==> src/rtl/sddac_osr.sv <==
// Oversampling 1-bit sigma-delta DAC core: 1-deep sample buffer, OSR tick
// counter, 1st/2nd-order saturating modulator with optional LFSR dither.
// Ports: clk, rst (async, active-high), en (tick enable),
//        in_valid/in_data/in_ready (sample handshake), sd_out (1 = +FS),
//        clr_flags, overload (sticky saturation), underrun (sticky starvation).
module sddac_osr #(
    parameter int IN_W      = 16,
    parameter int ORDER     = 2,
    parameter int OSR       = 64,
    parameter int DITHER_EN = 0
) (
    input  logic            clk,
    input  logic            rst,
    input  logic            en,
    input  logic            in_valid,
    input  logic [IN_W-1:0] in_data,
    output logic            in_ready,
    output logic            sd_out,
    input  logic            clr_flags,
    output logic            overload,
    output logic            underrun
);

    localparam int CW = (OSR > 1) ? $clog2(OSR) : 1;
    localparam int W1 = IN_W + 2;
    localparam int W2 = IN_W + 4;
    // Wide enough that no intermediate sum can wrap before saturation.
    localparam int SW = IN_W + 6;

    localparam logic [CW-1:0] LAST = CW'(OSR - 1);
    localparam logic signed [SW-1:0] FS_W  = SW'(1 <<< (IN_W - 1));
    localparam logic signed [SW-1:0] ONE_W = SW'(1);
    localparam logic [W1-1:0] S1_MAX = {1'b0, {(W1-1){1'b1}}};
    localparam logic [W1-1:0] S1_MIN = {1'b1, {(W1-1){1'b0}}};
    localparam logic [W2-1:0] S2_MAX = {1'b0, {(W2-1){1'b1}}};
    localparam logic [W2-1:0] S2_MIN = {1'b1, {(W2-1){1'b0}}};
    localparam logic [15:0] LFSR_SEED = 16'hACE1;

    logic [CW-1:0]   osr_cnt;
    logic            buf_full;
    logic [IN_W-1:0] buf_data;
    logic [IN_W-1:0] cur_sample;
    logic [W1-1:0]   s1;
    logic [W2-1:0]   s2;
    logic [15:0]     lfsr;

    logic consume;
    logic accept;
    logic q;
    logic lfsr_fb;

    logic signed [SW-1:0] s1_ext, s2_ext, x_w, fb_w, dith_w;
    logic signed [SW-1:0] sum1, sum2;
    logic [SW-W1:0]       hi1;
    logic [SW-W2:0]       hi2;
    logic                 clip1, clip2;
    logic [W1-1:0]        s1_nxt;
    logic [W2-1:0]        s2_nxt;

    assign consume  = en && (osr_cnt == LAST);
    assign in_ready = !buf_full || consume;
    assign accept   = in_valid && in_ready;

    // Quantiser looks at the last stage's current sign.
    assign q = (ORDER == 2) ? ~s2[W2-1] : ~s1[W1-1];

    // Taps 16,14,13,11 of the Fibonacci form map to bits 0,2,3,5.
    assign lfsr_fb = lfsr[0] ^ lfsr[2] ^ lfsr[3] ^ lfsr[5];

    always_comb begin
        s1_ext = {{(SW-W1){s1[W1-1]}}, s1};
        s2_ext = {{(SW-W2){s2[W2-1]}}, s2};
        fb_w   = q ? FS_W : -FS_W;
        dith_w = '0;
        if (DITHER_EN != 0) begin
            dith_w = lfsr[0] ? ONE_W : -ONE_W;
        end
        x_w  = {{(SW-IN_W){cur_sample[IN_W-1]}}, cur_sample};
        x_w  = x_w + dith_w;
        sum1 = s1_ext + x_w - fb_w;
        sum2 = s2_ext + s1_ext - (fb_w <<< 1);

        // Out of range when the bits above the integrator's sign disagree.
        hi1   = sum1[SW-1:W1-1];
        hi2   = sum2[SW-1:W2-1];
        clip1 = !((&hi1) || !(|hi1));
        clip2 = !((&hi2) || !(|hi2)) && (ORDER == 2);

        s1_nxt = sum1[W1-1:0];
        if (clip1) begin
            s1_nxt = sum1[SW-1] ? S1_MIN : S1_MAX;
        end
        s2_nxt = '0;
        if (ORDER == 2) begin
            s2_nxt = sum2[W2-1:0];
            if (clip2) begin
                s2_nxt = sum2[SW-1] ? S2_MIN : S2_MAX;
            end
        end
    end

    always_ff @(posedge clk or posedge rst) begin
        if (rst) begin
            osr_cnt    <= '0;
            buf_full   <= 1'b0;
            buf_data   <= '0;
            cur_sample <= '0;
            s1         <= '0;
            s2         <= '0;
            lfsr       <= LFSR_SEED;
            sd_out     <= 1'b0;
            overload   <= 1'b0;
            underrun   <= 1'b0;
        end else begin
            if (accept) begin
                buf_full <= 1'b1;
                buf_data <= in_data;
            end else if (consume) begin
                buf_full <= 1'b0;
            end

            if (consume && buf_full) begin
                cur_sample <= buf_data;
            end

            if (en) begin
                osr_cnt <= (osr_cnt == LAST) ? '0 : osr_cnt + CW'(1);
                s1      <= s1_nxt;
                s2      <= s2_nxt;
                lfsr    <= {lfsr_fb, lfsr[15:1]};
                sd_out  <= q;
            end

            // A new event in the same cycle beats the clear.
            overload <= (en && (clip1 || clip2)) || (overload && !clr_flags);
            underrun <= (consume && !buf_full) || (underrun && !clr_flags);
        end
    end

endmodule

==> config.mk <==
export PLATFORM = sky130hd
export DESIGN_NAME = sddac_osr
export DESIGN_NICKNAME = d
export VERILOG_FILES = /design/src/rtl/sddac_osr.sv
export SDC_FILE = /design/constraint.sdc
export NUM_CORES = 1
export LEC_CHECK = 0
export CAP_MARGIN = 10
export CORE_MARGIN = 1.5
export CORE_UTILIZATION = 50
export DETAILED_ROUTE_END_ITERATION = 8
export GPL_ROUTABILITY_DRIVEN = 1
export MAX_ROUTING_LAYER = met4
export PLACE_DENSITY = 0.68
export SYNTH_ARGS = -nofsm -noshare
export SYNTH_HDL_FRONTEND = slang
export SYNTH_SLANG_ARGS = --single-unit
export TNS_END_PERCENT = 50
==> constraint.sdc <==
create_clock -name clk -period 8.4 [get_ports clk]
set_input_delay 0.84 -clock clk [delete_from_list [all_inputs] [get_ports clk]]
set_output_delay 0.84 -clock clk [all_outputs]
set_load 0.1 [all_outputs]
; Word level (Yosys, flattened, before mapping)
; Cells that the tools add are included.
[op_classes]
eq_ne = 1
bitwise = 1
n_addsub = 5
reduce_logical = 24
mux = 8
[op_table]
columns = operator, n
row1 = 20-bit two-way mux, 2
row2 = 18-bit two-way mux, 2
row3 = 22-bit two-way mux, 1
row4 = 19-bit by 22-bit subtractor with 22-bit output, 1
row5 = 21-bit by 22-bit subtractor with 22-bit output, 1
row6 = 20-bit by 18-bit adder with 21-bit output, 1
row7 = 18-bit by 16-bit adder with 19-bit output, 1
row8 = 1-bit logical AND, 7
row9 = 6-bit by 1-bit adder with 6-bit output (second input constant), 1
row10 = 6-bit equality test (second input constant), 1
row11 = 1-bit zero test, 6
row12 = 1-bit logical OR, 6
row13 = 6-bit two-way mux, 1
row14 = 5-bit AND reduction, 1
row15 = 5-bit OR reduction, 1
row16 = 3-bit AND reduction, 1
row17 = 3-bit OR reduction, 1
row18 = 1-bit two-way mux, 2
row19 = 2-bit nonzero test, 1
row20 = 1-bit NOT, 1
[totals]
elab_cells = 48
register_bits = 80
output_inout_bits = 4

; Logic depth before layout (Yosys ltp)
[logic_depth]
depth_word = 9
mapped_depth = 17
mapped_depth_nobuf = 14

; Worst setup path after synthesis
; Ideal clock, no wire load.
[synth_path]
path_type = register to register
start = register s1[17]
end = register s2[11]
setup_time_ps = 77
arrival_ps = 3191
slack_ps = 5131
stages_incl_launch_ff = 17
required_time_ps = 8323
path_cell_list = dfrtp_1 -> inv_1 -> fa_1 -> inv_1 -> ha_1 -> a21oi_1 -> nand2_1 -> o21ai_0 -> nand3_1 -> a21oi_1 -> mux2_2 -> o221ai_1 -> nor2_1 -> and2_1 -> buf_2 -> buf_2 -> a21oi_1
[synth_via]
elab_chain_len = 6
[synth_lines]
columns = item, line
row1 = "start, declared", 43  ; logic [W1-1:0] s1;
row2 = "start signal, assigned", 128  ; s1 <= s1_nxt;
row3 = 20-bit by 18-bit adder with 21-bit output *, 81  ; sum2 = s2_ext + s1_ext - (fb_w <<< 1);
row4 = 21-bit by 22-bit subtractor with 22-bit output *, 81
row5 = 3-bit OR reduction, 87  ; clip2 = !((&hi2) || !(|hi2)) && (ORDER == 2);
row6 = 1-bit zero test, 87
row7 = 1-bit logical OR, 87
row8 = 20-bit two-way mux *, 96  ; if (clip2) begin
row9 = "end signal, assigned", 129  ; s2 <= s2_nxt;
row10 = "end, declared", 44  ; logic [W2-1:0] s2;
; Every way passes the cells marked *; elsewhere a longest branch is shown, timed or not.
; A chain may end at the register's enable or synchronous reset.

; Final worst setup path
[layout_path]
start = input port en
end = output port in_ready
[layout_via]
elab_chain_len = 2
[layout_lines]
columns = item, line
row1 = "start, declared", 14  ; input logic en,
row2 = 1-bit logical AND, 60  ; assign consume = en && (osr_cnt == LAST);
row3 = 1-bit logical OR, 61  ; assign in_ready = !buf_full || consume;
row4 = "end, declared", 17  ; output logic in_ready,
; Every way passes these cells.

==> impl_metrics.toml <==
[placement]
placedCellCount = 848
portBuffers = 24
place_congestion = 0.923
dpl_worst_slack_ns = 4.51
place_hpwl_um = 8760

[synthesis]
synthFlopType = "dfrtp_1"
synth-simple-area-share_pct = 14.9
syn_inst = 695
syn_avg_cell_area_um2 = 8.66
synthXorXnorAreaFrac_pct = 4.36
synth_nets = 794
synthAdderAreaFrac_pct = 16.7
synthMuxAreaShare_pct = 7.06
synthArstFlopShare_pct = 100
synth_cell_type_count = 56
ys_seq_area_share_pct = 33.2
ys_seq_elements = 80
syn-cell-area_um2 = 6020
synth_edf_count = 0
yosysWarnings = 0
synth_top_family_by_area = "adder cells"
synth-compound-area-share_pct = 14.7

[clocking]
clockBufferDepth = 2
cts_setup_buffers = 0
cts_sinks = 80
clock_latency_ns = 0.33
ctsResizeCount = 0
clk_pin_slew_ns = 0.06
h-tree-depth = 3
numCtsBuffers = 9
cts_tree = "yes"
hold_buffers = 0
cts-root-buf = "clkbuf_16"

[critical_path]
r2r-end = "s2[8]"
r2r_start = "s1[17]"
worstPathRequired_ns = 7.56
r2r_setup_slack_ns = 4.57
rr_worst_depth = 14
arrival_ns = 3.04
critPathMaxFanout = 52
worst-setup-path-type = "in2out"
critPathLaunchType = "primary input"
setup.worst_path.end_class = "output pin"

[outcome]
status = "finished, final reports clean"

[timing]
report.final.slew_viol_count = 0
post-route-period-util_pct = 46.2
fin_tns_setup_ns = 0
layout_min_cycle_time_ns = 3.88
fin_ws_ns = 4.52
holdWs_ns = 0.481
finalClockSkew_ns = 0.00560
setup_viol = 0
fmax_ghz = 0.258
hold_viol_final = 0
rsz0062_at_grt = "false"
max-slew-margin-rel_pct = 33.5
worst_pin_slew_ns = 0.997

[floorplan]
die_w_um = 113
die_h_um = 113
start_util_pct = 52.1
fp.coreArea_um2 = 11600
num_rows = 39
dieArea_um2 = 12700
io_pins = 25

[worst_hold_path]
whs_endpoint = "underrun"
hp-start = "buf_full"
hold_path_depth = 1
hold_class = "reg2reg"

[global_route]
grt_pass1_wl_um = 20800
grt_max_degree = 81
grt_antenna_before_repair = 0
track_usage_pct = 20.9
gr-total-overflow = 0
grt_pass1_vias = 4747

[finish]
fill_cells = 1047
antenna_cells = 0
seq_area_um2 = 2000
layout_common_cells = "122 x inv_1, 80 x dfrtp_1, 74 x ha_1"
syn_to_final_growth_pct = 11.4
final_cell_count_no_fill = 863
drive_above_1_share_pct = 9.44
final_common_cell = "inv_1"
fin_nets = 815
multi_input_area_um2 = 3470

[detailed_routing]
drc = 0
detail_route.first_pass.iterations = 5
antenna_left = 0
vias = 4690
drt-initial-drc-count = 194
wl_per_cell_um = 13.6
totalWireLength_um = 11700
viasPerCell = 5.43

[job]
maxCapViolCount = 0
cells in the mapped netlist, drive strengths merged, types with 2 or more instances:
cell | n | area [um^2]
nand2b | 15 | 101
o31a | 4 | 35.0
inv | 123 | 462
and2 | 2 | 12.5
xor2 | 11 | 96.3
clkbuf | 11 | 41.3
ha | 74 | 926
or2 | 3 | 18.8
or3 | 3 | 18.8
o31ai | 2 | 15.0
nand2 | 58 | 218
nand4 | 7 | 43.8
mux2 | 36 | 405
nor3 | 8 | 51.3
nor4 | 2 | 12.5
o21a | 5 | 37.5
a21oi | 68 | 344
a211oi | 4 | 30.0
o221ai | 3 | 43.8
dfrtp | 80 | 2000
nor3b | 2 | 20.0
nand3 | 14 | 70.1
nor2 | 61 | 229
and4 | 2 | 20.0
mux2i | 2 | 20.0
a21o | 3 | 22.5
o21ai | 26 | 130
and3 | 4 | 25.0
a31oi | 7 | 43.8
fa | 4 | 80.1
o21bai | 5 | 37.5
nor2b | 6 | 37.5
buf | 6 | 42.5
xnor2 | 19 | 166
o211ai | 2 | 15.0
through the flow:
step	utilization, %	area [um^2]
2_1_floorplan	-	6020
3_3_place_gp	55.1	6380
3_5_place_dp	55.1	6380
4_1_cts	58.0	6710
5_1_grt	58.0	6710
6_report	58.0	6710
area by class of cell:
class,count,share of cell area (%)
multi-input combinational,475,51.8
sequential,80,29.8
inverter,123,6.90
timing repair buffer,27,3.84
clock buffer,9,3.36
tap,143,2.67
clock inverter,6,1.62
layer usage:
layer | wire length [um] | track usage, %
met3 | 339 | 3.80
met4 | 190 | 7.59
met5 | 0 | -
met1 | 5270 | 23.9
met2 | 5940 | 36.7
critical path, stage by stage:
cell and delay (ns):
buf_2 0.07, buf_4 0.44, and4_1 0.31, nand3_1 0.10, nand2_1 0.12, clkdlybuf4s50_1 1.14
worst max-delay path by stage:
stage | endpoint | cells past startpoint | startpoint
5_1_grt | s2[8] | 14 | s1[17]
3_3_place_gp | in_ready | 6 | en
2_1_floorplan | s2[11] | 16 | s1[17]
4_1_cts | in_ready | 6 | en
3_5_place_dp | in_ready | 6 | en
6_report | in_ready | 6 | en
kinds of logic (layout without fill, tap and decap cells):
logic type | count (synthesis) | in the layout
compound gates | 140 | 140
xor+xnor | 30 | 30
fa+ha+maj | 78 | 78
buf+inv | 140 | 165
flops | 80 | 80
mux | 38 | 38
simple gates | 189 | 189
state kept, by name, summed over array words and instances, names as in the netlist:
| register | cells |
|---|---|
| buf_data | 16 |
| buf_full | 1 |
| cur_sample | 16 |
| osr_cnt | 6 |
| overload | 1 |
| s1 | 18 |
| s2 | 20 |
| sd_out | 1 |
| underrun | 1 |
Power is left out: the tool's default activity adds up to more than one toggle a clock period on the data nets, which glitch-free logic cannot reach.
